`src/rtl/frame_sync_pkg.sv`:
```
// rtl/frame_sync_pkg.sv - shared video timing constants and INT state encoding
package frame_sync_pkg;

  localparam int VPERIOD_DEF   = 320;
  localparam int VBLNK_BEG_DEF = 0;
  localparam int VSYNC_BEG_DEF = 8;
  localparam int VSYNC_END_DEF = 12;
  localparam int VBLNK_END_DEF = 32;
  localparam int VPIX_BEG_DEF  = 80;
  localparam int VPIX_END_DEF  = 272;
  localparam int VINT_LINE_DEF = 319;
  localparam int INT_LEN_DEF   = 64;

  localparam int LINE_W    = 9;
  localparam int INT_CNT_W = 7;

  typedef enum logic {
    INT_IDLE   = 1'b0,
    INT_ACTIVE = 1'b1
  } int_state_e;

endpackage

```
`src/rtl/frame_sync_if.sv`:
```
// rtl/frame_sync_if.sv - strobe inputs and vertical timing outputs of frame_sync
interface frame_sync_if;
  import frame_sync_pkg::*;

  logic              cend;
  logic              line_start;
  logic              hsync_start;
  logic              hint_start;
  logic              int_ack;
  logic              vblank;
  logic              vsync;
  logic              vpix;
  logic              int_n;
  logic              frame_start;
  logic [LINE_W-1:0] line_cnt;

  modport master (
    output cend, line_start, hsync_start, hint_start, int_ack,
    input  vblank, vsync, vpix, int_n, frame_start, line_cnt
  );

  modport slave (
    input  cend, line_start, hsync_start, hint_start, int_ack,
    output vblank, vsync, vpix, int_n, frame_start, line_cnt
  );

endinterface

```
`src/rtl/frame_sync_int_gen.sv`:
```
// rtl/frame_sync_int_gen.sv - Z80 INT pulse: starts on trigger, ends on ack or after INT_LEN cend strobes
module int_gen
  import frame_sync_pkg::*;
#(
  parameter int INT_LEN = INT_LEN_DEF
) (
  input  logic clk,
  input  logic rst,
  input  logic trigger,
  input  logic ack,
  input  logic cend,
  output logic int_n
);

  int_state_e           state;
  logic [INT_CNT_W-1:0] width;
  logic                 timeout;

  assign timeout = cend && (width == INT_CNT_W'(INT_LEN - 1));

  // trigger has priority over ack and timeout so a retrigger always restarts the pulse
  always_ff @(posedge clk or posedge rst) begin
    if (rst) begin
      state <= INT_IDLE;
      width <= '0;
      int_n <= 1'b1;
    end else begin
      case (state)
        INT_IDLE: begin
          if (trigger) begin
            state <= INT_ACTIVE;
            width <= '0;
            int_n <= 1'b0;
          end
        end
        INT_ACTIVE: begin
          if (trigger) begin
            width <= '0;
            int_n <= 1'b0;
          end else if (ack || timeout) begin
            state <= INT_IDLE;
            width <= '0;
            int_n <= 1'b1;
          end else if (cend) begin
            width <= width + 1'b1;
          end
        end
      endcase
    end
  end

endmodule

```
`src/rtl/frame_sync.sv`:
```
// rtl/frame_sync.sv - vertical line counter, window flags, frame strobe and frame INT
module frame_sync
  import frame_sync_pkg::*;
#(
  parameter int VPERIOD   = VPERIOD_DEF,
  parameter int VBLNK_BEG = VBLNK_BEG_DEF,
  parameter int VSYNC_BEG = VSYNC_BEG_DEF,
  parameter int VSYNC_END = VSYNC_END_DEF,
  parameter int VBLNK_END = VBLNK_END_DEF,
  parameter int VPIX_BEG  = VPIX_BEG_DEF,
  parameter int VPIX_END  = VPIX_END_DEF,
  parameter int VINT_LINE = VINT_LINE_DEF,
  parameter int INT_LEN   = INT_LEN_DEF
) (
  input  logic         clk,
  input  logic         rst,
  frame_sync_if.slave  bus
);

  logic [LINE_W-1:0] line_cnt;
  logic              vblank;
  logic              vsync;
  logic              vpix;
  logic              frame_start;
  logic              trigger;
  logic              int_n;

  // flags compare against the pre-increment count when line_start coincides
  always_ff @(posedge clk or posedge rst) begin
    if (rst) begin
      line_cnt    <= '0;
      frame_start <= 1'b0;
      vblank      <= 1'b0;
      vsync       <= 1'b0;
      vpix        <= 1'b0;
    end else begin
      frame_start <= 1'b0;
      if (bus.line_start) begin
        if (line_cnt == LINE_W'(VPERIOD - 1)) begin
          line_cnt    <= '0;
          frame_start <= 1'b1;
        end else begin
          line_cnt <= line_cnt + 1'b1;
        end
      end
      if (bus.hsync_start) begin
        if (line_cnt == LINE_W'(VBLNK_BEG))      vblank <= 1'b1;
        else if (line_cnt == LINE_W'(VBLNK_END)) vblank <= 1'b0;
        if (line_cnt == LINE_W'(VSYNC_BEG))      vsync <= 1'b1;
        else if (line_cnt == LINE_W'(VSYNC_END)) vsync <= 1'b0;
        if (line_cnt == LINE_W'(VPIX_BEG))       vpix <= 1'b1;
        else if (line_cnt == LINE_W'(VPIX_END))  vpix <= 1'b0;
      end
    end
  end

  assign trigger = bus.hint_start && (line_cnt == LINE_W'(VINT_LINE));

  int_gen #(
    .INT_LEN (INT_LEN)
  ) u_int_gen (
    .clk     (clk),
    .rst     (rst),
    .trigger (trigger),
    .ack     (bus.int_ack),
    .cend    (bus.cend),
    .int_n   (int_n)
  );

  assign bus.line_cnt    = line_cnt;
  assign bus.vblank      = vblank;
  assign bus.vsync       = vsync;
  assign bus.vpix        = vpix;
  assign bus.frame_start = frame_start;
  assign bus.int_n       = int_n;

endmodule

```
`src/flat_wrapper.sv`:
```
// flat-port wrapper written by rule: the top's interface ports become plain ports
module frame_sync_flat import frame_sync_pkg::*;
#(
  parameter int VPERIOD   = VPERIOD_DEF,
  parameter int VBLNK_BEG = VBLNK_BEG_DEF,
  parameter int VSYNC_BEG = VSYNC_BEG_DEF,
  parameter int VSYNC_END = VSYNC_END_DEF,
  parameter int VBLNK_END = VBLNK_END_DEF,
  parameter int VPIX_BEG  = VPIX_BEG_DEF,
  parameter int VPIX_END  = VPIX_END_DEF,
  parameter int VINT_LINE = VINT_LINE_DEF,
  parameter int INT_LEN   = INT_LEN_DEF
)
  (clk, rst, bus_cend, bus_line_start, bus_hsync_start, bus_hint_start, bus_int_ack, bus_vblank, bus_vsync, bus_vpix, bus_int_n, bus_frame_start, bus_line_cnt);
  frame_sync_if bus_i ();
  input  logic clk;
  input  logic rst;
  input wire logic [$bits(bus_i.cend)-1:0] bus_cend;
  input wire logic [$bits(bus_i.line_start)-1:0] bus_line_start;
  input wire logic [$bits(bus_i.hsync_start)-1:0] bus_hsync_start;
  input wire logic [$bits(bus_i.hint_start)-1:0] bus_hint_start;
  input wire logic [$bits(bus_i.int_ack)-1:0] bus_int_ack;
  output wire logic [$bits(bus_i.vblank)-1:0] bus_vblank;
  output wire logic [$bits(bus_i.vsync)-1:0] bus_vsync;
  output wire logic [$bits(bus_i.vpix)-1:0] bus_vpix;
  output wire logic [$bits(bus_i.int_n)-1:0] bus_int_n;
  output wire logic [$bits(bus_i.frame_start)-1:0] bus_frame_start;
  output wire logic [$bits(bus_i.line_cnt)-1:0] bus_line_cnt;
  assign bus_i.cend = bus_cend;
  assign bus_i.line_start = bus_line_start;
  assign bus_i.hsync_start = bus_hsync_start;
  assign bus_i.hint_start = bus_hint_start;
  assign bus_i.int_ack = bus_int_ack;
  assign bus_vblank = bus_i.vblank;
  assign bus_vsync = bus_i.vsync;
  assign bus_vpix = bus_i.vpix;
  assign bus_int_n = bus_i.int_n;
  assign bus_frame_start = bus_i.frame_start;
  assign bus_line_cnt = bus_i.line_cnt;
  frame_sync #(.VPERIOD(VPERIOD), .VBLNK_BEG(VBLNK_BEG), .VSYNC_BEG(VSYNC_BEG), .VSYNC_END(VSYNC_END), .VBLNK_END(VBLNK_END), .VPIX_BEG(VPIX_BEG), .VPIX_END(VPIX_END), .VINT_LINE(VINT_LINE), .INT_LEN(INT_LEN)) u_core (.clk(clk), .rst(rst), .bus(bus_i));
endmodule
```
`config.mk`:
```
export PLATFORM = sky130hd
export DESIGN_NAME = frame_sync_flat
export DESIGN_NICKNAME = d
export VERILOG_FILES = /design/src/rtl/frame_sync_pkg.sv /design/src/rtl/frame_sync_if.sv /design/src/rtl/frame_sync_int_gen.sv /design/src/rtl/frame_sync.sv /design/src/flat_wrapper.sv
export SDC_FILE = /design/constraint.sdc
export NUM_CORES = 1
export LEC_CHECK = 0
export CORE_MARGIN = 10
export CORE_UTILIZATION = 55
export CTS_BUF_LIST = sky130_fd_sc_hd__clkbuf_8 sky130_fd_sc_hd__clkbuf_16
export DETAILED_ROUTE_END_ITERATION = 8
export PLACE_DENSITY = 0.91
export REMOVE_ABC_BUFFERS = 1
export SLEW_MARGIN = 20
export SYNTH_ARGS = -nofsm -noshare
export SYNTH_HDL_FRONTEND = slang
export SYNTH_SLANG_ARGS = --single-unit
```
`constraint.sdc`:
```
create_clock -name clk -period 3 [get_ports clk]
set_input_delay 0.3 -clock clk [delete_from_list [all_inputs] [get_ports clk]]
set_output_delay 0.3 -clock clk [all_outputs]
set_load 0.01 [all_outputs]
```
* Yosys cells after proc, flatten, opt, wreduce, memory -nomap -nowiden
Index checks and enable logic that the tools add are counted.
** Operators by class
- Equal/unequal tests :: 10
- Reductions and logical operators :: 12
- Bitwise logic cells :: 1
- $add $sub $neg :: 2
- Multiplexer cells :: 22
** Operators by type and width (number)
- $mux W7 :: 4
- $eq A9 B4 Y1 const B :: 2
- $eq A9 B9 Y1 const B :: 2
- $mux W1 :: 14
- $pmux W7 S2 :: 1
- $reduce_and A2 Y1 :: 5
- $add A9 B1 Y9 const B :: 1
- $eq A9 B6 Y1 const B :: 1
- $eq A9 B7 Y1 const B :: 1
- $logic_not A9 Y1 :: 1
- $mux W9 :: 1
- $add A7 B1 Y7 const B :: 1
- $eq A7 B6 Y1 const B :: 1
- $reduce_bool A2 Y1 :: 3
- $ne A4 B2 Y1 const B :: 1
- $pmux W1 S2 :: 2
- $ne A3 B1 Y1 const B :: 1
- $logic_and A1 B1 Y1 :: 2
- $ne A2 B1 Y1 const B :: 1
- $logic_or A1 B1 Y1 :: 1
- $not A1 Y1 :: 1
** Word-level totals
- Flip-flop bits (word level) :: 22
- Output and inout bits :: 14

* Depth between registers and ports, before layout
- Word-level depth :: 6
- Mapped depth :: 5

* Hierarchy
A second synthesis with hierarchy kept.
** Unflattened totals
- Cells, all modules :: 110
- Area total of the unflattened synthesis :: 1162.4 um^2
** By module, submodules not included
- frame_sync :: area an instance 699.4 um^2, times used 1, cells an instance 66
- int_gen :: area an instance 462.9 um^2, times used 1, cells an instance 44

* Worst setup path after synthesis
No wires, ideal clock.
- Kind :: flip-flop to flip-flop
- From :: reg u_core.line_cnt[0], in the netlist u_core.bus.line_cnt[0]
- To :: reg u_core.vpix, in the netlist u_core.bus.vpix
- Setup slack :: 1417 ps
- Arrival time :: 1451 ps
- Stages on the path, launching flop included :: 6
- Buffers on the path :: 0
- Cell sequence :: dfrtp_1 inv_1 ha_1 or3b_2 o31ai_1 a2bb2oi_1
** On the way
- Cells in the longest elaborated chain, start to end :: 3
- Elaborated cells on any way between the ends :: 5
** RTL lines
- from (decl) :: RTL line frame_sync.sv:20 : logic [LINE_W-1:0] line_cnt;
- from (signal assigned) :: RTL line frame_sync.sv:43 : line_cnt <= line_cnt + 1'b1;
- $eq A9 B9 Y1 / $eq A9 B7 Y1 (equally long branches) :: RTL line frame_sync.sv:52, frame_sync.sv:51
- $reduce_bool A2 Y1 (no source line)
- $reduce_and A2 Y1 (no source line)
- to (signal assigned) :: RTL line frame_sync.sv:35 : vpix <= 1'b0;
- to (signal assigned) :: RTL line frame_sync.sv:51 : if (line_cnt == LINE_W'(VPIX_BEG)) vpix <= 1'b1;
- to (signal assigned) :: RTL line frame_sync.sv:52 : else if (line_cnt == LINE_W'(VPIX_END)) vpix <= 1'b0;
- to (decl) :: RTL line frame_sync.sv:23 : logic vpix;
Several ways; a longest one is shown, not always the timed one.
A chain may end at the register's enable or synchronous reset.

* Worst setup path in the final report
- From :: reg u_core.line_cnt[6], in the netlist u_core.bus.line_cnt[6]
- To :: out bus_line_cnt[6]
** RTL lines
- to (decl) :: RTL line flat_wrapper.sv:28 : output wire logic [$bits(bus_i.line_cnt)-1:0] bus_line_cnt;
No word-level cell between the ends.

==> results by group <==
Place
  • Routability Congestion: slightly above 0.8
  • Port bufs: 20
  • Hpwl dp: between 1.5 and 2 mm
  • Placed cell count: between 150 and 200

Critical path
  • Largest stage delay, worst path: roughly 0.62 ns
  • Crit path DAT: about 1.5 ns
  • Critical-path cell list: clkdlybuf4s50_1
  • CP Class: flop to output port
  • CP max stage cell: clkdlybuf4s50_1
  • CP endpoint kind: output port
  • CP required: about 2.7 ns
  • CP Buf/Inv Count: 1
  • Flop2flop setup slack: 1.27 ns
  • Max Fanout on Critical Path: 12
  • Startpoint Class: flop
  • Crit path max-delay family: buffers and inverters

Routing
  • DRT Pass-1 Iters: 4
  • Final ANT Viol Nets: 0
  • DR iter-0 viols: 81
  • Routed WL: approximately 2.6 mm
  • Via count: 930
  • Drt drc: 0
  • Vias per cell: ~5.7
  • Routed wire per std cell: approximately 16 µm

Synthesis
  • Post-synth top cells: dfrtp_1 (21), nand2_1 (10), o21ai_0 (8), inv_1 (7), xnor2_1 (5)
  • EDFF count, synth: 0
  • Most frequent cell after synthesis: dfrtp_1
  • Synth area leaders: dfrtp_1 (45%), xnor2_1 (3.7%), o21ai_0 (3.4%)
  • Synthesized cell area: 0.00118 mm²
  • Top cell type's share of synthesized area: 44.5%
  • Ys flop type: dfrtp_1
  • Avg Cell Area, Syn: between 10 and 15 µm²
  • Synth Register Bits: 22
  • FFs w/ async S/R, synth: 100%
  • Synth cell types: between 40 and 50
  • Sequential fraction of the synthesis area: 46.8%
  • Yosys warnings: 0
  • Cell taking the most area after synthesis: dfrtp_1
  • Mapped Cells: 113

Power and ir drop
  • LEAKAGE: around 0.6 nW
  • Worst vdd ir: approximately 0.48 mV
  • Pwr Density: just over 600 mW/mm²

Outcome
  • Status: complete, no violations

Cells and area
  • Share of cells above drive strength 1: between 10 and 15%
  • Post-layout util: between 70% and 80%
  • Area grow syn2layout: 23.9%
  • Final cell count without fillers: 162
  • Nets: 146
  • Number of diodes: 0

Global routing
  • GR Overflow Total: 0
  • First-pass GRT wire length: 4.51 mm
  • Pin count of the biggest net entering global routing: 23
  • Initial antenna violation count: 0
  • Overall Global Routing Usage: 12.8%
  • Vias in the first global route: 982

Timing
  • Slew Viols, Final: 0
  • FMAX: about 560 MHz
  • Final period util: 59.1%
  • Tightest Pin Transition: around 0.81 ns
  • Hold Violations, Final: 0
  • Min cycle time layout: between 1.5 and 2 ns
  • Setup TNS: 0 ns
  • Relative slew slack: a little under half
  • Final setup viols: 0
  • RSZ-0062 raised after global routing: false
  • Worst Skew: about 0.0028 ns

Clocking
  • Clock transition at the registers of the reported paths: 0.07 ns
  • Inserted Clock Buffers: 3
  • Clock Path Buffers: 2
  • Worst-Skew Late Latency: roughly 0.25 ns
  • TritonCTS clock tree: done
  • Clock Sinks: 22
  • Hold Buf Count CTS: 0
  • CTS H-tree lvls: 1
  • Post-cts sizing count: 0
  • Clock root cell: clkbuf_8
  • Post-CTS Setup Repair Bufs: 0

Floorplanning
  • Height of the die: around 66 µm
  • Die width: around 66 µm
  • Initial Util: 58.9%
  • FP Rows: 16
  • Core area: between 0.002 and 0.0025 mm²
  • I/O pins: 21
  • Die area: around 0.0044 mm²

Min path
  • Worst hold path type: input port to asynchronous set/reset pin

Run
  • Max_cap viols: 0
state kept, by name, summed over array words and instances, names as in the netlist:
| name | flops |
|---|---|
| u_core.bus.frame_start | 1 |
| u_core.bus.vsync | 1 |
| u_core.u_int_gen.state | 1 |
| u_core.bus.vblank | 1 |
| u_core.u_int_gen.width | 7 |
| u_core.bus.vpix | 1 |
| u_core.u_int_gen.int_n | 1 |
| u_core.bus.line_cnt | 9 |
layout make-up:
| cell class | count | area, µm² |
|---|---|---|
| Clock buffer | 4 | 55.1 |
| Fill cell | 152 | 541 |
| Inverter | 7 | 26.3 |
| Multi-Input combinational cell | 82 | 594 |
| Sequential cell | 22 | 552 |
| Tap cell | 27 | 33.8 |
| Timing Repair Buffer | 20 | 200 |
logic make-up (layout without fill, tap and decap cells):
logic type      Yosys count  count (layout)  share of synthesized area (%)
compound gates           26              26                           14.6
simple gates             44              44                           25.6
buf+inv                   9              31                           2.86
xor+xnor                  7               7                           5.20
mux                       2               2                           1.80
fa+ha+maj                 3               3                           3.18
flops                    22              22                           46.8
cells in the final DEF (no fill, tap or decap), types with 3 or more instances in the layout:
cell and instances:
o31ai_1 3, inv_1 7, xnor2_1 5, a21oi_1 3, o21ai_0 8, nand2_1 10
nand4_1 3, ha_1 3, clkdlybuf4s50_1 20, dfrtp_1 21, nand3_1 4, a211oi_1 3
nor3_1 4, or3_1 3, nor2_1 3, clkbuf_8 4
per-layer routing:
metal	up-vias	GRT usage [%]	wire, µm	part of all wire, %
met5	-	0	0	0
met4	0	4.71	36	1.4
met3	4	5.76	245	9.4
met2	29	20.0	1210	46
met1	439	15.1	1120	43
li1	458	-	-	-
final timing paths:
check | from | to | depth (start not counted)
max | u_core.bus.line_cnt[6] | bus_line_cnt[6] | 1
min | rst | u_core.u_int_gen.width[6] | 2
max reg2reg | u_core.bus.line_cnt[0] | u_core.bus.vpix | 5
min reg2reg | u_core.u_int_gen.width[6] | u_core.u_int_gen.width[6] | 2
max in group asynchronous | rst | u_core.u_int_gen.width[3] | 2
min in group clk | u_core.u_int_gen.width[6] | u_core.u_int_gen.width[6] | 2
where the power goes:
group          internal, mW  switching [mW]  total [mW]
sequential            0.339          0.0903       0.429
combinational         0.134           0.117       0.251
clock                 0.117          0.0876       0.204
total                 0.590           0.294       0.884
per-stage QoR:
| stage | cell area, µm² | hold WS [ns] | total power, mW | worst slack [ns] |
|---|---|---|---|---|
| global route | 1460 | 0.527 | 0.943 | 1.15 |
| global placement | 1410 | 0.493 | 0.673 | 1.20 |
| CTS | 1460 | 0.507 | 0.890 | 1.22 |
| floorplan | 1170 | 0.288 | 0.542 | 1.42 |
| finish | 1460 | 0.500 | 0.884 | 1.23 |
| detailed placement | 1410 | 0.496 | 0.683 | 1.07 |
Power figures use the tool's default switching activity.
